==> src/rtl/s1_hazard_controller.sv <==
// s1_hazard_controller: RAW stall/bubble control at the S1->S2 boundary using a shadow destination scoreboard
module s1_hazard_controller #(
  parameter int DEPTH     = 3,
  parameter int WB_BYPASS = 1,
  parameter int CNT_W     = 16
) (
  input  logic             clk,
  input  logic             rst,
  input  logic             s1_valid,
  input  logic [4:0]       s1_read_sel1,
  input  logic [4:0]       s1_read_sel2,
  input  logic             s1_use_read2,
  input  logic [4:0]       s1_write_select,
  input  logic             s1_write_enable,
  output logic             stall,
  output logic             s2_bubble,
  output logic             issue,
  output logic [DEPTH-1:0] pending_mask,
  output logic [CNT_W-1:0] stall_count
);
  localparam int CHK = DEPTH - WB_BYPASS;
  logic [DEPTH-1:0]      vld_q, vld_d;
  logic [DEPTH-1:0][4:0] sel_q, sel_d;
  logic [CNT_W-1:0]      cnt_q, cnt_d;
  logic                  m1, m2, hazard, rec;
  // compare S1 sources against older in-flight destinations (never S1's own destination)
  always_comb begin
    m1 = 1'b0;
    m2 = 1'b0;
    for (int k = 0; k < CHK; k++) begin
      m1 = m1 | (vld_q[k] && sel_q[k] == s1_read_sel1);
      m2 = m2 | (vld_q[k] && sel_q[k] == s1_read_sel2);
    end
    hazard = ~rst & s1_valid & ((m1 & |s1_read_sel1) | (m2 & s1_use_read2 & |s1_read_sel2));
  end
  assign stall        = hazard;
  assign issue        = ~rst & s1_valid & ~hazard;
  assign s2_bubble    = rst | hazard | ~s1_valid;
  assign pending_mask = vld_q;
  assign stall_count  = cnt_q;
  assign rec          = issue & s1_write_enable & |s1_write_select;
  // shift the scoreboard every cycle; bubbles and r0 writes enter as empty entries
  always_comb begin
    vld_d = {vld_q[DEPTH-2:0], rec};
    sel_d = {sel_q[DEPTH-2:0], rec ? s1_write_select : 5'd0};
    cnt_d = (stall && !(&cnt_q)) ? cnt_q + CNT_W'(1) : cnt_q;
  end
  // state registers
  always_ff @(posedge clk) begin
    if (rst) begin
      vld_q <= '0;
      sel_q <= '0;
      cnt_q <= '0;
    end else begin
      vld_q <= vld_d;
      sel_q <= sel_d;
      cnt_q <= cnt_d;
    end
  end
endmodule

==> config.mk <==
export PLATFORM = sky130hd
export DESIGN_NAME = s1_hazard_controller
export DESIGN_NICKNAME = d
export VERILOG_FILES = /design/src/rtl/s1_hazard_controller.sv
export SDC_FILE = /design/constraint.sdc
export NUM_CORES = 1
export LEC_CHECK = 0
export CAP_MARGIN = 10
export CORE_MARGIN = 1.5
export CORE_UTILIZATION = 30
export DETAILED_ROUTE_END_ITERATION = 10
export DONT_BUFFER_PORTS = 1
export PLACE_DENSITY = 0.47
export SLEW_MARGIN = 20
export SYNTH_ARGS = -nofsm -noshare
export SYNTH_HDL_FRONTEND = slang
export SYNTH_SLANG_ARGS = --single-unit
==> constraint.sdc <==
create_clock -name clk -period 5.75 [get_ports clk]
set_clock_uncertainty 0.05 [all_clocks]
set_input_delay 1.15 -clock clk [delete_from_list [all_inputs] [get_ports clk]]
set_output_delay 1.15 -clock clk [all_outputs]
set_load 0.005 [all_outputs]
After elaboration in Yosys (flattened, before gate mapping)
Index checks and enable logic that the tools add are counted.
Cells by class
  $add $sub $neg: 1
  equal/unequal tests: 4
  bitwise logic cells: 17
  reduce and logical (&&, ||, !) cells: 11
Operators by type and width (number)
  5-bit equality test: 4
  16-bit by 1-bit adder with 16-bit output (second input constant): 1
  16-bit AND reduction: 1
  5-bit OR reduction: 3
  1-bit bitwise AND: 8
  1-bit logical AND: 5
  1-bit OR: 5
  1-bit NOT: 4
  2-bit OR reduction: 1
  1-bit logical NOT: 1
Storage, ports and cells
  register bits after elaboration: 29
  input port bits: 20

Longest topological paths before layout
Gate-level depths: netlist of run 1.
  word-level depth: 13
  mapped depth: 8

Least setup slack after synthesis of run 1
Ideal clock, no wire load.
  path type: input -> output
  from: input port s1_read_sel2[3]
  to: output port issue
  arrival: 2221 ps
  required time: 4550 ps
  path slack: 2329 ps
  stages on the path: 8
  path through: xnor2_1 nand4_1 o22ai_1 a32oi_2 buf_6 buf_2 nand2_1 inv_1
Between the ends
  word-level cells in the longest chain between the ends: 9
  elaborated cells between the ends (all ways): 12
  classes of those cells: eq/ne (2); bitwise (7); reduce/logical (3)
Ends and longest elaborated chain
  from (decl): RTL line 11  | input logic [4:0] s1_read_sel2,
  5-bit equality test: RTL line 32  | m2 = m2 | (vld_q[k] && sel_q[k] == s1_read_sel2);
  1-bit logical AND: RTL line 32
  1-bit OR: RTL line 32
  1-bit bitwise AND: RTL line 34  | hazard = ~rst & s1_valid & ((m1 & |s1_read_sel1) | (m2 & s1_use_read2 & |s1_read_sel2));
  1-bit bitwise AND (*): RTL line 34
  1-bit OR (*): RTL line 34
  1-bit bitwise AND (*): RTL line 34
  1-bit NOT (*): RTL line 37  | assign issue = ~rst & s1_valid & ~hazard;
  1-bit bitwise AND (*): RTL line 37
  to (decl): RTL line 17  | output logic issue,
Mark *: on every way between the ends. The rest lies on a longest branch, timed or not.

Final worst setup path of run 1
  from: input port s1_read_sel2[2]
  to: output port issue
Same word-level chain as after synthesis.

==> results.md, run 1 <==
- IO Pins: 42
- Die ar.: 5520 um2
- Final hold vios: 0
- Slew Viols, Final: 0
- Cell area after synthesis: between 1500 and 2000 um2
- R2r setup slk: 3390 ps
- Vias per std cell: 5.36
- Fin crit share: 63.6%
- Top cells by count, synth: dfxtp_1, xnor2_1, nand2_1
- Slew headroom: 44.6%
- Setup TNS: 0 ps
- Drt initial violations: 99
- Startpoint Class: primary input
- Min Tclk post-route: 3660 ps
- Register area share after synthesis: 38.1%
- Num CTS Buffers: 5
- # rows: 25
- Crit-path cells: xnor2_1 -> nand4_1 -> o22ai_1 -> a32oi_2 -> nand2_1 -> inv_1
- Number of port buffers: 0
- Synth Warn #: 0
- Synth-to-Final Area Change: 9.03%
- Clock Latency Late Sink: 280 ps
- First-pass GRT wire length: 5970 um
- Setup repair bufs after CTS: 0
- Top-count cell post-synth: dfxtp_1
- Worst setup path endpoint: issue
- Crit-path leading delay family: compound AO/OA/AOI/OAI gates
- Clock root cell: clkbuf_8
- Filler cells: 509
- Die height: 74.3 um
- Total gr overflow: 0
- First drt pass iteration count: 5
- Worst slew pin tran: 829 ps
- EDFF count, synth: 0
- Fin cells: 242
- Post-route ant nets: 0
- Hold path startpoint: stall_count[11]
- Dominant cell type by area after synthesis: dfxtp_1
- Layout cells sized above 1: under 10%
- Clk slew on worst S/H paths: 60 ps
- CTS tree: built
- Clock sink total: 29
- Slowest CP cell: a32oi_2
- Max Buffers Root-to-Sink: 2
- P per Cell Area: 234 nW/um2
- H-Tree Depth: 2
- Ys async rst share: 0%
- Setup violators final: 0
- Worst Path Required: 4550 ps
- Overall die width: approximately 74 um
- Top FF cell, synth: dfxtp_1
- DP Wirelength: 2730 um
- WP buf/inv: 1
- Seq cells post-synth: 29
- Max-cap viol count: 0
- Synth Area per Inst: 8.76 um2
- Worst r2r dst: stall_count[3]
- CTS resizes: 0
- Place WS: 2030 ps
- Antenna violations before repair: 0
- CP Max Fanout: 17
- R2r startpoint: sel_d[7]
- Outcome: complete, no violations
- Stages on worst setup path: 6
- Leakage: 0.000463 uW
- Inst Count DP: 234
- Placeable Area: 4820 um2
- R2R cell count: 7
- Crit-path max cell delay: 630 ps
- F_max: 273 MHz
- Cells after synthesis: ~170
- Crit path capture type: output pin
- CP Class: in2out
- Vias: roughly 1300
- Largest net degree at the start of global routing: 31
- Vias in the first global route: approximately 1300
- Worst Setup Slack, final: about 2100 ps
- Critical Path Start: s1_read_sel2[2]
- Hold Crit Class: reg2reg
- GRT Total Usage: 14.3%
- # diodes: 0
- Detailed Route WL: 3660 um
- Post-synthesis cell type count: 31
- CP arrival: 2460 ps
- Initial Utilization: 31.6%
- Layout Nets: 195
- Synth top area share: a little under two fifths
- Overall power: ~390 uW
- RSZ-0062 raised after global routing: false
- # DRC: 0
- Maximum VDD drop: about 0.074 mV
- Syn Nets: 195
- Wire per inst: 15.1 um
- Largest cells by area after synthesis: dfxtp_1, xnor2_1, or4_1
- Post-CTS Hold Fix Bufs: 0
- Final Wtd Congestion: 0.772
==> per-layer routing <==
| layer | global-route usage [%] | routed length [um] |
|---|---|---|
| met1 | 17.8 | 1650 |
| met2 | 21.9 | 1610 |
| met3 | 6.23 | 333 |
| met4 | 5.45 | 57 |
| met5 | 0 | 0 |
==> stage by stage <==
step | util, % | hold WS (ps) | instance area (um2)
after global placement | 32.7 | 449 | 1580
after detailed placement | 32.7 | 456 | 1580
after global routing | 34.5 | 489 | 1660
final | 34.5 | 461 | 1660
after floorplan | - | 431 | 1520
after CTS | 34.5 | 465 | 1660
==> area by class of cell <==
cell class                 instances  area, um2  area share (%)
clock buffer                       5       68.8            4.14
clock inverter                     3       17.5            1.05
inverter                           4       15.0           0.904
multi-input combinational        133        888            53.5
sequential                        29        581            34.9
tap                               67       83.8            5.05
timing repair buffer               1       7.51           0.452
==> tightest hold or removal path: stages, from the launching register on <==
cell and delay, ps:
dfxtp_1 340, o31ai_1 80, a21oi_1 60
==> how the worst min path moves through the flow <==
stage | endpoint | slack (ps) | depth (start not counted)
final | stall_count[11] | 460 | 2
after CTS | stall_count[8] | 470 | 2
after global placement | stall_count[8] | 450 | 2
after detailed placement | stall_count[8] | 460 | 2
after global routing | sel_d[14] | 490 | 1
after floorplan | stall_count[8] | 430 | 2
==> logic make-up after synthesis <==
| kind of cell | share of synthesized area, % |
|---|---|
| multiplexers | 0.739 |
| AND/OR/NAND/NOR | 28.6 |
| buffers and inverters | 3.61 |
| XOR/XNOR | 11.5 |
| adder cells (fa/ha/maj) | 0.821 |
| flip-flops | 38.1 |
| AO/OA/AOI/OAI | 16.7 |
==> report_power, final <==
group | switching (uW) | internal (uW)
combinational | 8.70 | 9.86
clock | 80.9 | 83.3
sequential | 2.42 | 203
total | 92.1 | 296
==> flip-flops by register name, indices dropped and copies added (netlist names) <==
name,cells
stall_count,16
pending_mask,3
sel_d,10
==> cell usage in the layout, fill, tap and decap left out, types with 2 or more instances in the layout <==
cell / synthesis / layout
o22ai_1: 2 / 2
or3_1: 2 / 2
clkbuf_8: 0 / 5
inv_1: 4 / 4
nor3_1: 3 / 3
dfxtp_1: 29 / 29
o31ai_1: 13 / 13
clkinv_2: 0 / 2
nor2_1: 7 / 7
xnor2_1: 20 / 20
and2_1: 6 / 6
nand2_1: 16 / 16
nor2b_1: 9 / 9
or4_1: 14 / 14
nand3_1: 5 / 5
nand4_1: 9 / 9
a21oi_1: 14 / 14
Power figures use the tool's default switching activity.
==> run 2: changes to the inputs <==
==> constraint.sdc (replaced) <==
create_clock -name clk -period 3.8 [get_ports clk]
set_clock_uncertainty 0.05 [all_clocks]
set_input_delay 0.76 -clock clk [delete_from_list [all_inputs] [get_ports clk]]
set_output_delay 0.76 -clock clk [all_outputs]
set_load 0.005 [all_outputs]
==> run 2 against run 1 <==
  * Critical path depth is the same
  * First-iteration DRC count is 6.1% lower
  * Highest routed layer unchanged
  * Worst hold slack improved by 1.5 ps
  * Sequential power grew 52%
  * Count of clock-buffer cells in the layout increased by 2
  * Worst setup slack lost 1300 ps
==> results.md, run 2 (same netlist as run 1, synthesis figures left out) <==
- Startpoint Class: primary input (unchanged)
- Final Wtd Congestion: 0.788 (was 0.772)
- DP Wirelength: 2860 um (was 2730 um)
- Vias: 1335 (was 1297)
- CP arrival: 2170 ps (was 2460 ps)
- Worst setup path endpoint: issue (unchanged)
- CTS resizes: 0 (unchanged)
- Overall die width: 74.3 um (unchanged)
- Hold path startpoint: sel_d[6] (was stall_count[11])
- Clock Power Share: 45.6% (was 42.3%)
- CP Class: in2out (unchanged)
- Clk slew on worst S/H paths: 60 ps (about the same)
- Leakage: 0.000473 uW (was 0.000463 uW)
- Hold Crit Class: reg2reg (unchanged)
- First-pass GRT wire length: 6170 um (was 5970 um)
- Drt initial violations: 93 (was 99)
- Maximum VDD drop: 0.131 mV (was 0.0736 mV)
- R2r setup slk: 1360 ps (was 3390 ps)
- Crit-path cells: xnor2_1 -> nand4_1 -> o22ai_1 -> a32oi_2 -> nand2_1 -> inv_1 (unchanged)
- Outcome: complete, no violations (unchanged)
- # rows: 25 (unchanged)
- Max-cap viol count: 0 (unchanged)
- Fin area: 1680 um2 (was 1660 um2)
- Vias in the first global route: 1252 (was 1268)
- Most frequent cells in the layout: dfxtp_1, xnor2_1, nand2_1 (unchanged)
- # diodes: 0 (unchanged)
- RSZ-0062 raised after global routing: false (unchanged)
- Worst Setup Slack, final: 820 ps (was 2090 ps)
- Detailed Route WL: 3910 um (was 3660 um)
- Fin Hold WS: 462 ps (was 461 ps)
- Setup repair bufs after CTS: 0 (unchanged)
- Initial Utilization: 31.6% (unchanged)
- Internal power: 486 uW (was 296 uW)
- Place WS: 821 ps (was 2030 ps)
- Sw frac: 22.3% (was 23.7%)
- Post-route ant nets: 0 (unchanged)
- Post-DP Area: 1580 um2 (unchanged)
- P per Cell Area: 373 nW/um2 (was 234 nW/um2)
- GRT Total Usage: 15.0% (was 14.3%)
- Clock root cell: clkbuf_8 (unchanged)
- Final hold vios: 0 (unchanged)
- Num CTS Buffers: 5 (unchanged)
- R2R cell count: 7 (unchanged)
- WP buf/inv: 1 (unchanged)
- Die height: 74.3 um (unchanged)
- Clock Latency Late Sink: 280 ps (about the same)
- Most common cell after layout, fill and taps aside: dfxtp_1 (unchanged)
- Number of port buffers: 0 (unchanged)
- Slowest CP cell: a32oi_2 (unchanged)
- CTS tree: built (unchanged)
- Setup violators final: 0 (unchanged)
- Placeable Area: 4820 um2 (unchanged)
- Clock sink total: 29 (unchanged)
- Worst r2r dst: stall_count[3] (unchanged)
- Critical Path Start: s1_read_sel2[0] (was s1_read_sel2[2])
- Slew headroom: 41.9% (was 44.6%)
- Crit-path max cell delay: 690 ps (was 630 ps)
- Crit-path leading delay family: compound AO/OA/AOI/OAI gates (unchanged)
- Largest net degree at the start of global routing: 31 (unchanged)
- Synth-to-Final Area Change: 10.0% (was 9.03%)
- Stages on worst setup path: 6 (unchanged)
- # DRC: 0 (unchanged)
- CP Max Fanout: 18 (was 17)
- R2r startpoint: sel_d[9] (was sel_d[7])
- Crit path capture type: output pin (unchanged)
- Worst slew pin tran: 869 ps (was 829 ps)
- Overall power: 625 uW (was 388 uW)
- Flop pwr share: 49.8% (was 52.9%)
- Max Buffers Root-to-Sink: 2 (unchanged)
- IO Pins: 42 (unchanged)
- Post-CTS Hold Fix Bufs: 0 (unchanged)
- Combinational share of power: 4.6% (was 4.8%)
- Total gr overflow: 0 (unchanged)
- Min Tclk post-route: 2980 ps
- Wire per inst: 16.1 um (was 15.1 um)
- Switching pwr: 140 uW (was 92.1 uW)
- Vias per std cell: 5.52 (was 5.36)
- F_max: 336 MHz
- Worst Path Required: 2990 ps (was 4550 ps)
- First drt pass iteration count: 4 (was 5)
- Setup TNS: 0 ps (unchanged)
- Max reg flops: 16 (unchanged)
- Die ar.: 5520 um2 (unchanged)
- Fin crit share: between 70% and 80%
- Filler cells: 509 (unchanged)
- Layout Nets: 195 (unchanged)
- Slew Viols, Final: 0 (unchanged)
- H-Tree Depth: 2 (unchanged)
- Layout cells sized above 1: 8.00% (unchanged)
- Antenna violations before repair: 0 (unchanged)
[run 2: worst min-delay path by stage]
| stage | endpoint | cells after the start |
|---|---|---|
| 2_1_floorplan | stall_count[8] | 2 |
| 3_3_place_gp | stall_count[8] | 2 |
| 3_5_place_dp | sel_d[11] | 1 |
| 4_1_cts | sel_d[11] | 1 |
| 5_1_grt | stall_count[0] | 1 |
| 6_report | sel_d[11] | 1 |
[run 2: power by group through the flow]
stage	Clock [uW]	Sequential [uW]	Combinational, uW
2_1_floorplan	0	317	27.9
3_3_place_gp	0	318	27.4
3_5_place_dp	0	318	28.9
4_1_cts	293	311	29.0
5_1_grt	307	311	32.3
6_report	285	311	28.8
[run 2: worst reg2reg max path, delay by kind of cell, from the launching register on]
family / cells / cell delay [ps]
and+or+nand+nor: 2 / 490
muxes: 1 / 380
xor gates and xnor gates: 1 / 150
DFF: 1 / 430
buffers and inverters: 1 / 320
AOI/OAI and AO/OA: 2 / 530
[run 2: area by class of cell]
cell class / count / area, um2 / area share, %
Clock buffer: 7 / 96.3 / 5.75
Clock inverter: 1 / 5.00 / 0.299
Inverter: 4 / 15.0 / 0.896
Multi-Input combinational cell: 133 / 888 / 53.0
Sequential cell: 29 / 581 / 34.6
Tap cell: 67 / 83.8 / 5.00
Timing Repair Buffer: 1 / 7.51 / 0.448
[run 2: metrics by stage]
stage,std cells,utilization (%)
final,242,34.8
after global routing,242,34.8
after CTS,242,34.8
after detailed placement,234,32.7
after global placement,234,32.7
after floorplan,174,-
[run 2: metal layers]
layer	share of wire (%)	vias up	GRT usage [%]	wire [um]
met5	0	-	0	0
met4	1.4	0	6.06	55
met3	9.2	6	6.23	359
met2	45	49	22.3	1740
met1	45	636	19.1	1750
li1	-	644	-	-
==> run 3: changes to the inputs <==
--- a/config.mk
+++ b/config.mk
@@ -10,7 +10,7 @@
 export CORE_UTILIZATION = 30
 export DETAILED_ROUTE_END_ITERATION = 10
 export DONT_BUFFER_PORTS = 1
-export PLACE_DENSITY = 0.47
+export PLACE_DENSITY = 0.48
 export SLEW_MARGIN = 20
 export SYNTH_ARGS = -nofsm -noshare
 export SYNTH_HDL_FRONTEND = slang
==> constraint.sdc (replaced) <==
create_clock -name clk -period 2.7 [get_ports clk]
set_clock_uncertainty 0.05 [all_clocks]
set_input_delay 0.54 -clock clk [delete_from_list [all_inputs] [get_ports clk]]
set_output_delay 0.54 -clock clk [all_outputs]
set_load 0.005 [all_outputs]
==> run 3 against run 2 <==
  * Routed wire length is 9.0% lower
  * Clock power up 37%
  * Worst setup slack got worse by 410 ps
  * Total power grew 39%
  * Global-route usage decreased by 0.90 points
  * Via count decreased by 3.3%
  * Sequential power grew 41%
  * Count of clock-buffer cells in the layout unchanged
  * Critical path type is now reg2out
  * Largest power group unchanged
  * Highest routed layer unchanged
==> results.md, run 3 (same netlist as run 1, synthesis figures left out) <==
- Outcome: complete, no violations (unchanged)
- Max Buffers Root-to-Sink: 2 (unchanged)
- Startpoint Class: flop (was primary input)
- Setup repair bufs after CTS: 0 (unchanged)
- Fin crit share: between 80 and 90%
- Slew Viols, Final: 0 (unchanged)
- Setup TNS: 0 ps (unchanged)
- Max-cap viol count: 0 (unchanged)
- Antenna violations before repair: 1 (was 0)
- Detailed Route WL: 3560 um (was 3910 um)
- Vias in the first global route: 1215 (was 1252)
- F_max: ~440 MHz
- Filler cells: 534 (was 509)
- Fin Hold WS: 277 ps (was 462 ps)
- Crit path capture type: output pin (unchanged)
- CTS resizes: 0 (unchanged)
- Placeable Area: 4820 um2 (unchanged)
- Crit-path cells: xnor2_1 -> nand4_1 -> o22ai_1 -> a32oi_2 -> buf_4 -> nor2_1 (was xnor2_1 -> nand4_1 -> o22ai_1 -> a32oi_2 -> nand2_1 -> inv_1)
- Clock Latency Late Sink: 280 ps (about the same)
- Largest net degree at the start of global routing: 33 (was 31)
- CP Max Fanout: 32 (was 18)
- Leakage: 0.000478 uW (was 0.000473 uW)
- Vias: 1291 (was 1335)
- Layout cells sized above 1: 8.52% (was 8.00%)
- Max reg flops: 16 (unchanged)
- Wl on met1: 1620 um (was 1750 um)
- Worst Path Required: 2110 ps (was 2990 ps)
- DP Wirelength: 2670 um (was 2860 um)
- Worst slew pin tran: 849 ps (was 869 ps)
- Clk slew on worst S/H paths: 60 ps (about the same)
- # DRC: 0 (unchanged)
- CP arrival: 1700 ps (was 2170 ps)
- Final hold vios: 0 (unchanged)
- CTS tree: built (unchanged)
- Slew headroom: 43.3% (was 41.9%)
- Top sig layer: met4 (unchanged)
- Die ar.: 5520 um2 (unchanged)
- Num CTS Buffers: 5 (unchanged)
- Min Tclk post-route: ~2300 ps
- Maximum VDD drop: 0.175 mV (was 0.131 mV)
- Most frequent cells in the layout: dfxtp_1, xnor2_1, nand2_1 (unchanged)
- Layout Nets: 196 (was 195)
- Clock root cell: clkbuf_8 (unchanged)
- GRT Total Usage: 14.1% (was 15.0%)
- First-pass GRT wire length: 5800 um (was 6170 um)
- Vias per std cell: 5.29 (was 5.52)
- IO Pins: 42 (unchanged)
- # rows: 25 (unchanged)
- Post-CTS Hold Fix Bufs: 0 (unchanged)
- First drt pass iteration count: 4 (unchanged)
- RSZ-0062 raised after global routing: false (unchanged)
- Wire per inst: 14.6 um (was 16.1 um)
- Most common cell after layout, fill and taps aside: dfxtp_1 (unchanged)
- Number of port buffers: 0 (unchanged)
- Met2 Wirelength: 1580 um (was 1740 um)
- Setup violators final: 0 (unchanged)
- Detail Route met3 WL: 333 um (was 359 um)
- Die height: 74.3 um (unchanged)
- Slowest CP cell: dfxtp_1 (was a32oi_2)
- P per Cell Area: 516 nW/um2 (was 373 nW/um2)
- Hold Crit Class: in2reg (was reg2reg)
- Synth-to-Final Area Change: 10.7% (was 10.0%)
- Overall die width: 74.3 um (unchanged)
- Clock sink total: 29 (unchanged)
- Total gr overflow: 0 (unchanged)
- Crit-path max cell delay: 400 ps (was 690 ps)
- CP Class: reg2out (was in2out)
- Drt initial violations: 77 (was 93)
- Initial Utilization: 31.6% (unchanged)
- Post-route ant nets: 0 (unchanged)
- H-Tree Depth: 2 (unchanged)
- Final Wtd Congestion: 0.819 (was 0.788)
==> run 3: cell types whose count changed in the layout (fill, tap and decap cells not counted) <==
| cell | previous run | this run |
|---|---|---|
| buf_4 | 1 | 2 |
| diode_2 | 0 | 1 |
==> run 3: final timing paths <==
path | start | endpoint | slack [ps] | depth (start not counted)
worst max register to register | sel_d[5] | stall_count[3] | 620 | 7
worst min-delay path | rst | sel_d[13] | 280 | 1
worst max-delay path | sel_d[5] | stall | 410 | 6
worst min register to register | stall_count[15] | stall_count[15] | 460 | 2
==> run 3: layout make-up <==
class,instances,area [um2],share of cell area [%]
diodes,1,2.50,0.148
clock buffers,7,96.3,5.71
clock inverters,1,5.00,0.297
inverters,4,15.0,0.890
multi-input cells,133,888,52.7
flip-flops and latches,29,581,34.4
well taps,67,83.8,4.97
repair buffers,2,15.0,0.890
==> run 3: worst max-delay path, delay by kind of cell (launching register included) <==
family,cells,cell delay [ps]
DFF,1,400
and+or+nand+nor,2,200
AOI/OAI and AO/OA,2,370
buffers and inverters,1,330
xor gates and xnor gates,1,100
==> run 3: through the flow <==
stage	worst slack (ps)	std cells	util, %	total power, uW	instance area (um2)
3_5_place_dp	438	235	32.9	488	1580
2_1_floorplan	499	174	-	485	1520
6_report	415	244	35.0	870	1690
5_1_grt	270	244	35.0	911	1690
3_3_place_gp	483	235	32.9	488	1580
4_1_cts	392	243	35.0	884	1680
==> run 3: power breakdown <==
part	internal (uW)	total (uW)	switching [uW]
clock	230	391	162
combinational	21.9	40.7	18.8
sequential	433	438	5.36
==> run 3: routing by layer <==
layer / vias to the layer above / global-route usage, %
met5: - / 0
met4: 0 / 4.85
met3: 4 / 8.13
met2: 31 / 20.9
met1: 611 / 17.0
li1: 645 / -
==> RTL edit 1, RTL diff (settings of run 2) <==
`CNT_W`: 16 -> 24.
--- a/src/rtl/s1_hazard_controller.sv
+++ b/src/rtl/s1_hazard_controller.sv
@@ -4,3 +4,3 @@
   parameter int WB_BYPASS = 1,
-  parameter int CNT_W     = 16
+  parameter int CNT_W     = 24
 ) (
Ports: changed (resized stall_count); port bits go from 42 to 50. The function was not compared with the original's and may differ.
==> RTL edit 1 against run 2 <==
First-iteration DRC count is 63% higher. Area after synthesis is 27% higher. Setup slack worse by 1.9 ps. Cell area is 23% higher. Largest cell class unchanged. Sequential cell count is 8 higher. Via count is 19% higher. Power is 10% higher. Routed wire length is 23% higher. Count of clock-buffer cells in the layout is 1 higher.
==> RTL edit 1: results (changes against run 2) <==
hpwl dp = 3410 µm (was 2860 µm)
DR iter-0 viols = 152 (was 93)
Port-buffer cells = 0 (unchanged)
CTS clk-pin slew, worst paths = 70 ps
first-pass GRT wire length = 7690 µm (was 6170 µm)
Finished Layout Cells = 299 (was 242)
DRT Pass-1 Iters = 4 (unchanged)
share of cells above drive strength 1 = 4.50% (was 8.00%)
Layout Nets = 242 (was 195)
Resized Gates After CTS = 0 (unchanged)
root buffer cell = clkbuf_8 (unchanged)
worst-margin pin slew = 554 ps (was 869 ps)
Syn. warnings = 0 (unchanged)
status = complete, no violations (unchanged)
pin count of the biggest net entering global routing = 41 (was 31)
Async SR Flop Fraction = 0% (unchanged)
Place WS = 784 ps (was 821 ps)
min-delay worst type = reg -> reg (unchanged)
Fill cells = 681 (was 509)
cells after synthesis = 224 (was 174)
cts bufs inserted = 5 (unchanged)
leakage = 0.567 nW (was 0.473 nW)
Placed Instances = 291 (was 234)
VDD IR max = 0.110 mV (was 0.131 mV)
H-tree depth = 2 (unchanged)
GRT Overall Usage = 14.0% (was 15.0%)
post-layout util = 32.6% (was 34.8%)
DP Area = 1980 µm² (was 1580 µm²)
post-CTS setup buffers = 0 (unchanged)
arrival time worst endpoint = 2170 ps (about the same)
CP Max Fanout = 7 (was 18)
sequential cell area fraction in the yosys report = 38.2% (was 38.1%)
Routed Antenna Nets = 0 (unchanged)
Slew Viols, Final = 0 (unchanged)
syn nets = 245 (was 195)
DRT Wirelength = 4790 µm (was 3910 µm)
CTS Buffer Depth = 2 (unchanged)
vias = 1592 (was 1335)
setup tns final = 0 ps (unchanged)
routability cong. = 0.805 (was 0.788)
vias in the first global route = 1454 (was 1252)
most common library cells after synthesis = 37 x dfxtp_1, 20 x a21oi_1, 20 x nand2_1, 20 x xnor2_1, 18 x or4_1 (was 29 x dfxtp_1, 20 x xnor2_1, 16 x nand2_1)
Synth area leaders = dfxtp_1 38%, xnor2_1 9.0%, or4_1 7.0%, o31ai_1 6.2%, a21oi_1 5.2% (was dfxtp_1 38%, xnor2_1 11%, or4_1 6.9%, o31ai_1 6.4%, a21oi_1 4.6%)
initial antenna violation count = 0 (unchanged)
Clock Latency Late Sink = 280 ps (about the same)
max FFs per register = 24 (was 16)
post-synth cell types = 36 (was 31)
antenna cells = 0 (unchanged)
==> RTL edit 1: cell count changes after synthesis, moves of 3 or more <==
cell and change:
dfxtp_1 +8, a21oi_1 +6, nand2_1 +4, o21ai_1 +4
or4_1 +4, and4_1 +3, nand3_1 +3, o31ai_1 +3
==> RTL edit 1: critical path: stages <==
cell,delay (ps)
or4_1,520
o21a_1,200
a22oi_1,420
nand2_1,180
inv_1,100
==> RTL edit 1: final timing paths <==
| check | start | to | slack [ps] | cells after the start |
|---|---|---|---|---|
| max | s1_read_sel2[1] | issue | 820 | 5 |
| min | sel_d[6] | sel_d[11] | 460 | 1 |
| max reg2reg | stall_count[14] | stall_count[23] | 1510 | 6 |
| min reg2reg | sel_d[6] | sel_d[11] | 460 | 1 |
==> RTL edit 1: metal layers <==
layer	part of all wire, %	GRT usage, %	up-vias
met5	0	0	-
met2	44	20.6	38
met3	8.6	6.36	2
li1	-	-	822
met1	47	18.1	730
met4	0.71	4.55	0
==> RTL edit 1: final cells by class <==
cell class,count,share of cell area (%)
Inverter,6,1.09
Multi-Input combinational cell,170,54.0
Tap cell,77,4.68
Timing Repair Buffer,1,0.365
Sequential cell,37,36.0
Clock buffer,8,3.89
==> RTL edit 1: cells by family after synthesis <==
kind of cell,share of synthesized area [%]
flip-flops,38.2
multiplexers,1.29
buffers and inverters,4.52
AO/OA/AOI/OAI,17.4
adder cells (fa/ha/maj),0.645
AND/OR/NAND/NOR,29.0
XOR/XNOR,9.03
==> RTL edit 1: where the power goes <==
part	internal, W	total, W	switching [W]	leakage [nW]
clock network	0.000131	0.000269	0.000138	0.0395
registers	0.000391	0.000394	0.00000359	0.299
logic	0.0000156	0.0000257	0.0000101	0.228
==> RTL edit 2, RTL diff (settings of run 2) <==
Without the edit above. Make the reset (`rst`) asynchronous in one clocked block.
--- a/src/rtl/s1_hazard_controller.sv
+++ b/src/rtl/s1_hazard_controller.sv
@@ -48,3 +48,3 @@
   // state registers
-  always_ff @(posedge clk) begin
+  always_ff @(posedge clk or posedge rst) begin
     if (rst) begin
Check against the original RTL: differs if rst is asserted again (counterexample within 4 cycles, from zero or initial values and one cycle with rst high); with rst held inactive, the same outputs for 10 cycles.
==> RTL edit 2 against run 2 <==
Sequential cell count unchanged. Cell area up 0.45%. Cell count down 12%. Routed wire length down 19%. Area after synthesis down 1.4%. Power up 1.9%. Clock power down 2%. Setup slack better by 130 ps. Highest routed layer unchanged.
==> RTL edit 2: results (changes against run 2) <==
H-tree depth = 2 (unchanged)
min-delay worst type = in -> async (was reg -> reg)
Place WS = 942 ps (was 821 ps)
cells after synthesis = 137 (was 174)
vias in the first global route = 1132 (was 1252)
Synth area leaders = dfrtp_1 48%, xnor2_1 12%, xor2_1 7.6%, nand2_1 4.0%, nor4_4 2.8% (was dfxtp_1 38%, xnor2_1 11%, or4_1 6.9%, o31ai_1 6.4%, a21oi_1 4.6%)
arrival time worst endpoint = 2040 ps (was 2170 ps)
GRT Overall Usage = 13.2% (was 15.0%)
CP max stage delay = 640 ps (was 690 ps)
DR iter-0 viols = 72 (was 93)
worst-margin pin slew = 710 ps (was 869 ps)
syn nets = 158 (was 195)
M1 WL = 1330 µm (was 1750 µm)
DP Area = 1580 µm² (about the same)
leakage = 0.750 nW (was 0.473 nW)
CP delay by family, top = compound AO/OA/AOI/OAI gates (unchanged)
metal2 WL = 1470 µm (was 1740 µm)
area of the multi-input gates = 751 µm² (was 888 µm²)
status = complete, no violations (unchanged)
met2 Use GR = 19.5% (was 22.3%)
CP Max Fanout = 19 (was 18)
Placed Instances = 204 (was 234)
first-pass GRT wire length = 5290 µm (was 6170 µm)
Async SR Flop Fraction = 100% (was 0%)
Fill cells = 491 (was 509)
initial antenna violation count = 0 (unchanged)
post-synth cell types = 30 (was 31)
Vias per Instance = 4.89 (was 5.52)
slowest CP cell = a32oi_4 (was a32oi_2)
share of cells above drive strength 1 = 11.0% (was 8.00%)
max FFs per register = 16 (unchanged)
hpwl dp = 2410 µm (was 2860 µm)
sequential cell area fraction in the yosys report = 48.3% (was 38.1%)
most common library cells after synthesis = 29 x dfrtp_1, 21 x xnor2_1, 16 x nand2_1 (was 29 x dfxtp_1, 20 x xnor2_1, 16 x nand2_1)
Routed wire per std cell = 14.9 µm (was 16.1 µm)
wire length on met3 = 293 µm (was 359 µm)
VDD IR max = 0.170 mV (was 0.131 mV)
GR Util met1 = 16.0% (was 19.1%)
[RTL edit 2: changes by cell type after synthesis, moves of 13 or more]
cell,change
dfxtp_1,-29
or4_1,-13
a21oi_1,-14
dfrtp_1,+29
o31ai_1,-13
xor2_1,+13
[RTL edit 2: layout make-up]
class	instances	area share, %
Clock buffer	7	5.72
Multi-Input combinational cell	103	44.6
Timing Repair Buffer	1	0.446
Sequential cell	29	43.1
Tap cell	67	4.98
Inverter	4	0.892
Clock inverter	1	0.297
[RTL edit 2: worst paths after layout]
check | from | to | slack [ps]
max in group asynchronous | rst | stall_count[8] | 3030
worst max-delay path | s1_read_sel2[3] | issue | 950
min in group clk | sel_d[9] | sel_d[14] | 410
worst min-delay path | rst | stall_count[11] | 400
worst min register to register | sel_d[9] | sel_d[14] | 410
worst max register to register | sel_d[8] | stall_count[1] | 1740
[RTL edit 2: cells by family after synthesis]
group,count (synthesis),share of synthesized area [%]
flip-flops,29,48.3
multiplexers,1,0.749
buffers and inverters,5,1.75
AND/OR/NAND/NOR,60,23.3
XOR/XNOR,34,19.8
AO/OA/AOI/OAI,7,5.25
adder cells (fa/ha/maj),1,0.833
[RTL edit 2: worst register-to-register path, delay by kind of cell, from the launching register on]
family	cells	cell delay, ps
AOI/OAI and AO/OA	2	740
DFF	1	420
muxes	1	300
and+or+nand+nor	2	290
xor gates and xnor gates	1	140
[RTL edit 2: power breakdown]
part | switching [W] | leakage [nW] | total, W | internal, W
registers | 0.00000749 | 0.390 | 0.000322 | 0.000315
logic | 0.0000195 | 0.305 | 0.0000369 | 0.0000174
clock network | 0.000114 | 0.0542 | 0.000278 | 0.000163
total | 0.000141 | 0.750 | 0.000637 | 0.000496
